==> src/rtl/l2arb_pkg.sv <==
// Shared definitions for the layer-2 FIFO write arbiter and its round-robin picker.
package l2arb_pkg;

  localparam logic [15:0] EOP_WORD = 16'hFAF1;

  typedef enum logic [1:0] {
    IDLE = 2'd0,
    XFER = 2'd1,
    TERM = 2'd2
  } state_t;

  // Width of a source index; a single source still needs one bit.
  function automatic int src_w(input int n);
    return (n > 1) ? $clog2(n) : 1;
  endfunction

endpackage

==> src/rtl/layer2_fifo_wr_arbiter_l2_rr_picker.sv <==
// l2_rr_picker: combinational rotate-priority encoder, first requester after 'last' wins.
module l2_rr_picker
  import l2arb_pkg::*;
#(
  parameter int NUM_SRC = 4,
  parameter int SRC_W   = src_w(NUM_SRC)
) (
  input  logic [NUM_SRC-1:0] req,
  input  logic [SRC_W-1:0]   last,
  output logic [SRC_W-1:0]   idx,
  output logic               any
);

  // Walk from furthest to nearest so the nearest requester after 'last' overwrites.
  always_comb begin
    idx = '0;
    any = 1'b0;
    for (int k = NUM_SRC; k >= 1; k--) begin
      if (req[(int'(last) + k) % NUM_SRC]) begin
        idx = SRC_W'((int'(last) + k) % NUM_SRC);
        any = 1'b1;
      end
    end
  end

endmodule

==> src/rtl/layer2_fifo_wr_arbiter.sv <==
// Packet-atomic round-robin arbiter for the layer-2 FIFO write port.
// Optional packet length guard: define L2ARB_LEN_GUARD_EN.
module layer2_fifo_wr_arbiter
  import l2arb_pkg::*;
#(
  parameter int NUM_SRC     = 4,
  parameter int WIDTH       = 16,
  parameter int MAX_PKT_LEN = 64,
  localparam int SRC_W      = src_w(NUM_SRC)
) (
  input  logic                     clk,
  input  logic                     rstn,
  input  logic [NUM_SRC-1:0]       src_valid,
  input  logic [NUM_SRC*WIDTH-1:0] src_data,
  output logic [NUM_SRC-1:0]       src_ready,
  output logic                     fifo_wr_en,
  output logic [WIDTH-1:0]         fifo_wr_data,
  input  logic                     fifo_full,
  input  logic                     fifo_almost_full,
  output logic [SRC_W-1:0]         grant_id,
  output logic                     busy,
  output logic [15:0]              pkt_count,
  output logic                     err_len
);

  state_t           state, state_nxt;
  logic [SRC_W-1:0] last_grant;
  logic [SRC_W-1:0] pick;
  logic             pick_any;
  logic             space;
  logic             xfer;
  logic             inject;
  logic             is_eop;
  logic [WIDTH-1:0] gnt_word;

  l2_rr_picker #(
    .NUM_SRC (NUM_SRC),
    .SRC_W   (SRC_W)
  ) u_picker (
    .req  (src_valid),
    .last (last_grant),
    .idx  (pick),
    .any  (pick_any)
  );

`ifdef L2ARB_LEN_GUARD_EN
  localparam logic [7:0] LEN_LAST = 8'(MAX_PKT_LEN - 2);
  logic [7:0] len_cnt;
  logic       err_q;
  assign err_len = err_q;
`else
  assign err_len = 1'b0;
`endif

  // Accept only with two free slots so the single registered word can always land.
  assign space    = !fifo_full && !fifo_almost_full;
  assign gnt_word = src_data[int'(grant_id)*WIDTH +: WIDTH];
  assign is_eop   = (gnt_word == WIDTH'(EOP_WORD));
  assign busy     = (state != IDLE);

  always_comb begin
    state_nxt = state;
    src_ready = '0;
    xfer      = 1'b0;
    inject    = 1'b0;
    case (state)
      IDLE: if (pick_any) state_nxt = XFER;
      XFER: begin
        src_ready[grant_id] = space;
        xfer = space && src_valid[grant_id];
        if (xfer) begin
          if (is_eop) state_nxt = IDLE;
`ifdef L2ARB_LEN_GUARD_EN
          else if (len_cnt == LEN_LAST) state_nxt = TERM;
`endif
        end
      end
`ifdef L2ARB_LEN_GUARD_EN
      TERM: if (space) begin
        inject    = 1'b1;
        state_nxt = IDLE;
      end
`endif
      default: state_nxt = IDLE;
    endcase
  end

  // Output register stage: one word in flight toward the FIFO.
  always_ff @(posedge clk or negedge rstn) begin
    if (!rstn) begin
      state        <= IDLE;
      last_grant   <= SRC_W'(NUM_SRC - 1);
      grant_id     <= '0;
      fifo_wr_en   <= 1'b0;
      fifo_wr_data <= '0;
      pkt_count    <= '0;
`ifdef L2ARB_LEN_GUARD_EN
      len_cnt      <= '0;
      err_q        <= 1'b0;
`endif
    end else begin
      state      <= state_nxt;
      fifo_wr_en <= xfer || inject;
      if (state == IDLE && pick_any) begin
        grant_id   <= pick;
        last_grant <= pick;
      end
      if (xfer) fifo_wr_data <= gnt_word;
      else if (inject) fifo_wr_data <= WIDTH'(EOP_WORD);
      if ((xfer && is_eop) || inject) pkt_count <= pkt_count + 16'd1;
`ifdef L2ARB_LEN_GUARD_EN
      if (state == IDLE) len_cnt <= '0;
      else if (xfer) len_cnt <= len_cnt + 8'd1;
      if (inject) err_q <= 1'b1;
`endif
    end
  end

endmodule

==> config.mk <==
export PLATFORM = sky130hd
export DESIGN_NAME = layer2_fifo_wr_arbiter
export DESIGN_NICKNAME = d
export VERILOG_FILES = /design/src/rtl/l2arb_pkg.sv /design/src/rtl/layer2_fifo_wr_arbiter_l2_rr_picker.sv /design/src/rtl/layer2_fifo_wr_arbiter.sv
export SDC_FILE = /design/constraint.sdc
export NUM_CORES = 1
export LEC_CHECK = 0
export CAP_MARGIN = 30
export CORE_MARGIN = 4
export CORE_UTILIZATION = 35
export CTS_CLUSTER_DIAMETER = 40
export DETAILED_ROUTE_END_ITERATION = 10
export PLACE_DENSITY = 0.76
export SYNTH_ARGS = -nofsm -noshare
export SYNTH_HDL_FRONTEND = slang
export SYNTH_HIERARCHICAL = 1
export SYNTH_SLANG_ARGS = --single-unit
==> constraint.sdc <==
create_clock -name clk -period 3.5 [get_ports clk]
set_input_delay 0.35 -clock clk [delete_from_list [all_inputs] [get_ports clk]]
set_output_delay 0.35 -clock clk [all_outputs]
set_load 0.02 [all_outputs]
==> flow_summary.ini, run 1 <==
[logic_synthesis]
synth_warnings = 6
syn_nets = 250
synth_cell_type_count = 41
syn_inst = 177
ys_ff_latch = 38
syn_avg_cell_area_um2 = 12.89
synth-seq-area-share_pct = 41.78
syn_area_um2 = 2282

[die]
ios = 113
die_area_um2 = 7877
die_h_um = 88.75
start_util_pct = 35.94
rows = 29
core_area_um2 = 6350
die_w_um = 88.75

[global_routing]
grtUsageTotal_pct = 15.67
grt_pass1_vias = 1905
antenna_found_initial = 0
grt_start_max_net_pins = 39
grt_pass1_wl_mm = 9.418
grt.overflow.total = 0

[routing]
totalWireLength_mm = 6.092
drt_iter0_drc = 70
dr.pass1.iters = 4
avgRoutedWirePerCell_um = 16.64
drc = 0
num_vias = 1901
postRouteAntennaNets = 0
viasPerCell = 5.194

[place]
gp_congestion = 0.7457
dp.cells = 358
hpwl_mm = 4.895
io_buffers = 111
post-place-ws_ns = 0.8067

[timing]
layout_setup_ws_ns = 0.8537
worstMarginPinSlew_ns = 0.8458
slew_viol_final = 0
period_needed_ns = 2.646
final.setup.tns_ns = 0
relSlewSlack_pct = 43.61
setup_violations = 0
hold_violations = 0
rsz0062_at_grt = false
fmax_mhz = 377.9
finClkSkew_ns = 0.006928
fin_crit_sh_pct = 75.61

[clocking]
post_cts_buffers = 0
clock_path_buffers = 2
htree_levels = 2
clock-root-buffer = clkbuf_8
numCtsBuffers = 5
clk_pin_slew_ns = 0.07
cts_tree = yes
cts_resized = 0
clkSinkCount = 38
postCtsHoldBufs = 0
clk_latency_ns = 0.29

[critical_path]
critical_path.startpoint_type = register
critPathMaxFanout = 16
cp_top_family = multiplexers
cp_cell_sequence = buf_4 > mux4_2 > nor2_2 > nand4_4 > nor2_1 > mux2_1
cp.required_ns = 3.67
worstSetupPathType = register to register
cpPeakStageDelay_ns = 0.57
worstPathArrival_ns = 2.82
endpoint_kind = register
slowest_stage = mux4_2
crit_buf_inv = 1

[finish]
layout_common_cells = 110 x clkdlybuf4s50_1, 36 x dfrtp_1, 18 x nand2_1
final_util_pct = 55.59
num_antenna_cells = 0
mostFrequentLayoutCell = clkdlybuf4s50_1
nNetsFinal = 361
finalNonFillerCells = 366
drive_gt1_share_pct = 18.34
area_growth_pct = 54.66

[pwr]
power.switching_mw = 0.5774
ir_worst_vdd_uv = 306.6
p_per_area_nw_per_um2 = 491.5
p_clk_share_pct = 17.6
power_leakage_nw = 1.473
netSwitchingFraction_pct = 33.28
power.internal_mw = 1.158
comb_power_share_pct = 45.9
power_frac_seq_pct = 36.5
power_mw = 1.735

[worst_hold_path]
hp-class = primary input to async pin

[status]
status = finished clean

[run]
cap_viol_max_count = 0
per-layer routing:
metal | share of wire [%] | global-route usage (%) | up-vias
li1 | - | - | 876
met1 | 40 | 19.40 | 943
met2 | 50 | 26.99 | 71
met3 | 7.7 | 3.724 | 11
met4 | 1.9 | 4.808 | 0
met5 | 0 | 0 | -
worst reg2reg max path, stage by stage, from the launching register on:
cell and delay (ns):
dfrtp_1 0.55, buf_4 0.29, mux4_2 0.57, nor2_2 0.17, nand4_4 0.31, nor2_1 0.29, mux2_1 0.34
flip-flops by register name (all words and copies together), names as in the netlist:
register	cells
last_grant	2
pkt_count	16
fifo_wr_data	16
state	1
fifo_wr_en	1
grant_id	2
per-stage QoR:
stage | hold WS [ns] | area [um^2]
4_1_cts | 0.1879 | 3530
2_1_floorplan | 0.05441 | 2282
6_report | 0.1619 | 3530
3_3_place_gp | 0.4602 | 3438
5_1_grt | 0.2258 | 3530
3_5_place_dp | 0.4804 | 3438
cells by family (layout without fill, tap and decap cells):
group | Yosys count | count (layout) | share of synthesized area, %
buffers and inverters | 13 | 125 | 3.508
AOI/OAI and AO/OA | 7 | 7 | 2.303
adders and majority gates | 1 | 1 | 0.5482
DFF | 38 | 38 | 41.78
xor gates and xnor gates | 15 | 15 | 5.757
other | 1 | 1 | 0.1643
muxes | 34 | 34 | 25.27
and+or+nand+nor | 68 | 68 | 20.67
Yosys cell counts (all sizes together):
library cell / instances / area share (%)
dfstp: 2 / 2.3
and4b: 2 / 0.88
mux2i: 1 / 0.44
ha: 1 / 0.55
nand2: 18 / 3.0
xor2: 15 / 5.8
nand3: 6 / 1.3
and4: 2 / 0.77
nand2b: 4 / 1.1
nand4: 6 / 3.0
a31oi: 1 / 0.27
dfrtp: 36 / 39
and3b: 1 / 0.38
buf: 9 / 2.9
nor3b: 2 / 0.66
and2b: 1 / 0.33
and2: 1 / 0.27
clkbuf: 1 / 0.16
mux2: 16 / 7.9
nor4: 4 / 2.2
nor2: 5 / 0.93
conb: 1 / 0.16
a21oi: 3 / 0.82
a21o: 1 / 0.33
o221ai: 1 / 0.66
inv: 3 / 0.49
mux4: 17 / 17
nor2b: 2 / 0.66
o21ai: 1 / 0.22
nor3: 10 / 4.2
and3: 4 / 1.1
cell type report:
| type | instances | area [um^2] |
|---|---|---|
| clock buffer | 7 | 86.33 |
| clock inverter | 1 | 5.005 |
| fill | 549 | 2820 |
| inverter | 3 | 11.26 |
| multi-input combinational | 126 | 1249 |
| sequential | 38 | 953.4 |
| tap | 77 | 96.34 |
| timing repair buffer | 114 | 1129 |
power by group through the flow:
stage	logic [mW]	registers [mW]	clock network (mW)
after floorplan	0.320	0.748	0
after global routing	0.852	0.654	0.335
after detailed placement	0.811	0.646	0
after CTS	0.812	0.638	0.318
after global placement	0.800	0.644	0
final	0.796	0.634	0.305
worst paths after layout:
kind,from,end,slack (ns),cells after the start
worst max-delay path,grant_id[0],pkt_count[1],0.85,6
max in group asynchronous,rstn,pkt_count[5],2.81,1
min in group clk,pkt_count[9],pkt_count[9],0.49,1
worst max register to register,grant_id[0],pkt_count[1],0.85,6
worst min register to register,pkt_count[9],pkt_count[9],0.49,1
worst min-delay path,rstn,pkt_count[9],0.16,1
Note: power is estimated with default switching activity, not from simulation.
==> run 2, diff against run 1 <==
- PLACE_DENSITY: 0.76 -> 0.79
- clock period: 3.5 -> 2.2 ns (I/O delays scaled with it)
==> run 2 against run 1 <==
Compared with the run above:
- sequential cell count unchanged
- count of clock-buffer cells in the layout is the same
- worst setup slack worse by 0.85 ns
- combinational power increased by 72%
- final cell count is 5.2% higher
- first-iteration DRC count fell by 21%
- sequential share of layout area is 1.5 points lower
- power increased by 62%
- maximum frequency increased by 21%
- clock power increased by 46%
==> flow_summary.ini, run 2 (synthesis results as in run 1) <==
[clocking]
clk_latency_ns = 0.28
clock-root-buffer = clkbuf_8
clock_path_buffers = 2
clk_pin_slew_ns = 0.07
clkSinkCount = 38
numCtsBuffers = 5
cts_tree = yes
htree_levels = 2

[die]
die_h_um = 88.75
die_w_um = 88.75
ios = 113
die_area_um2 = 7877
core_area_um2 = 6350
rows = 29
start_util_pct = 35.94

[routing]
viasPerCell = 5.132
totalWireLength_mm = 6.586
avgRoutedWirePerCell_um = 17.11
drc = 0
dr.pass1.iters = 4
drt_iter0_drc = 55
postRouteAntennaNets = 0
num_vias = 1976

[finish]
num_antenna_cells = 0
regArea_um2 = 955.9
layout_common_cells = 109 x clkdlybuf4s50_1, 34 x dfrtp_1, 18 x nand2_1
mostFrequentLayoutCell = clkdlybuf4s50_1
multi_input_area_um2 = 1277
area_growth_pct = 63.93
nFillCells = 532
drive_gt1_share_pct = 24.35
top_regs = fifo_wr_data: 16 flops, pkt_count: 16 flops
nNetsFinal = 381
final_area_um2 = 3741

[timing]
holdWs_ns = 0.3891
final.setup.tns_ns = 0
fin_crit_sh_pct = 99.62
finClkSkew_ns = 0.002747
period_needed_ns = 2.192
fmax_mhz = 456.3
setup_violations = 0
rsz0062_at_grt = true
slew_viol_final = 0
hold_violations = 0

[status]
status = finished clean

[critical_path]
reg2reg_depth = 6
worstPathArrival_ns = 2.40
cp_cell_sequence = mux4_2 > and4b_1 > nand4_4 > buf_6 > nor4_2 > xor2_1
endpoint_kind = register
critPathMaxFanout = 7
worstSetupPathType = register to register
critical_path.startpoint_type = register
slowest_stage = mux4_2
cp.required_ns = 2.41
cpPeakStageDelay_ns = 0.56

[global_routing]
grt_pass1_vias = 2079
grt_start_max_net_pins = 24
grt.overflow.total = 0
grtUsageTotal_pct = 17.61
antenna_found_initial = 0
grt_pass1_wl_mm = 10.55

[run]
cap_viol_max_count = 0

[pwr]
power_mw = 2.810
ir_worst_vdd_uv = 584.0
power_leakage_nw = 1.624
p_per_area_nw_per_um2 = 751.1

[worst_hold_path]
hp-class = primary input to async pin

[place]
gp_congestion = 0.7545
dpl_cell_area_um2 = 3586
hpwl_mm = 5.359
io_buffers = 111
==> run 2: final cells by class <==
cell class | count | area share [%]
timing repair buffer | 134 | 35.38
clock buffer | 7 | 2.040
multi-input combinational | 126 | 34.15
inverter | 3 | 0.3010
tap | 77 | 2.575
sequential | 38 | 25.55
==> run 2: worst max-delay path: cells and delay by family, from the launching register on <==
family | cells | cell delay [ns]
buffers and inverters | 1 | 0.17
DFF | 1 | 0.49
muxes | 1 | 0.56
and+or+nand+nor | 3 | 0.73
xor gates and xnor gates | 1 | 0.16
==> run 2: per-layer routing <==
layer / global-route usage (%) / part of all wire (%) / wire [um] / vias up
met5: 0 / 0 / 0 / -
met4: 4.121 / 1.2 / 82 / 0
met3: 4.655 / 7.2 / 475 / 11
met2: 30.57 / 51 / 3391 / 65
met1: 21.86 / 40 / 2636 / 986
li1: - / - / - / 914
==> run 2: power breakdown <==
group	switching (mW)	internal [mW]	leakage, nW	total, mW
sequential	0.117	0.881	0.480	0.998
combinational	0.597	0.771	1.11	1.37
clock	0.225	0.218	0.0383	0.444
==> run 2: path summary, 6_finish.rpt <==
path                               startpoint               to  slack [ns]
min in group clk                pkt_count[15]    pkt_count[15]        0.47
max in group asynchronous                rstn  fifo_wr_data[2]        1.17
worst min register to register  pkt_count[15]    pkt_count[15]        0.47
worst max register to register    grant_id[0]    pkt_count[11]       0.008
worst max-delay path              grant_id[0]    pkt_count[11]       0.008
worst min-delay path                     rstn    pkt_count[11]        0.39
==> run 2: per-stage QoR <==
step	setup WS (ns)	instances	utilization, %
after CTS	-0.02745	385	58.46
after global routing	-0.1226	385	58.92
after floorplan	0.003848	177	-
final	0.008308	385	58.92
after detailed placement	-0.1488	374	56.47
after global placement	-0.09396	374	56.47
==> run 2: what timing repair did <==
action	CTS	global route
buffers inserted	3	0
pin swaps	3	4
endpoints found under the hold margin	13	0
hold buffers	1	0
cloned	0	0
gates resized for setup	6	6
setup endpoints to repair	14	17
==> run 3, diff against run 2 <==
- CAP_MARGIN: 30 -> default
==> results of run 3 <==
Same layout as run 2: the final DEF is identical, and so are final timing and power.
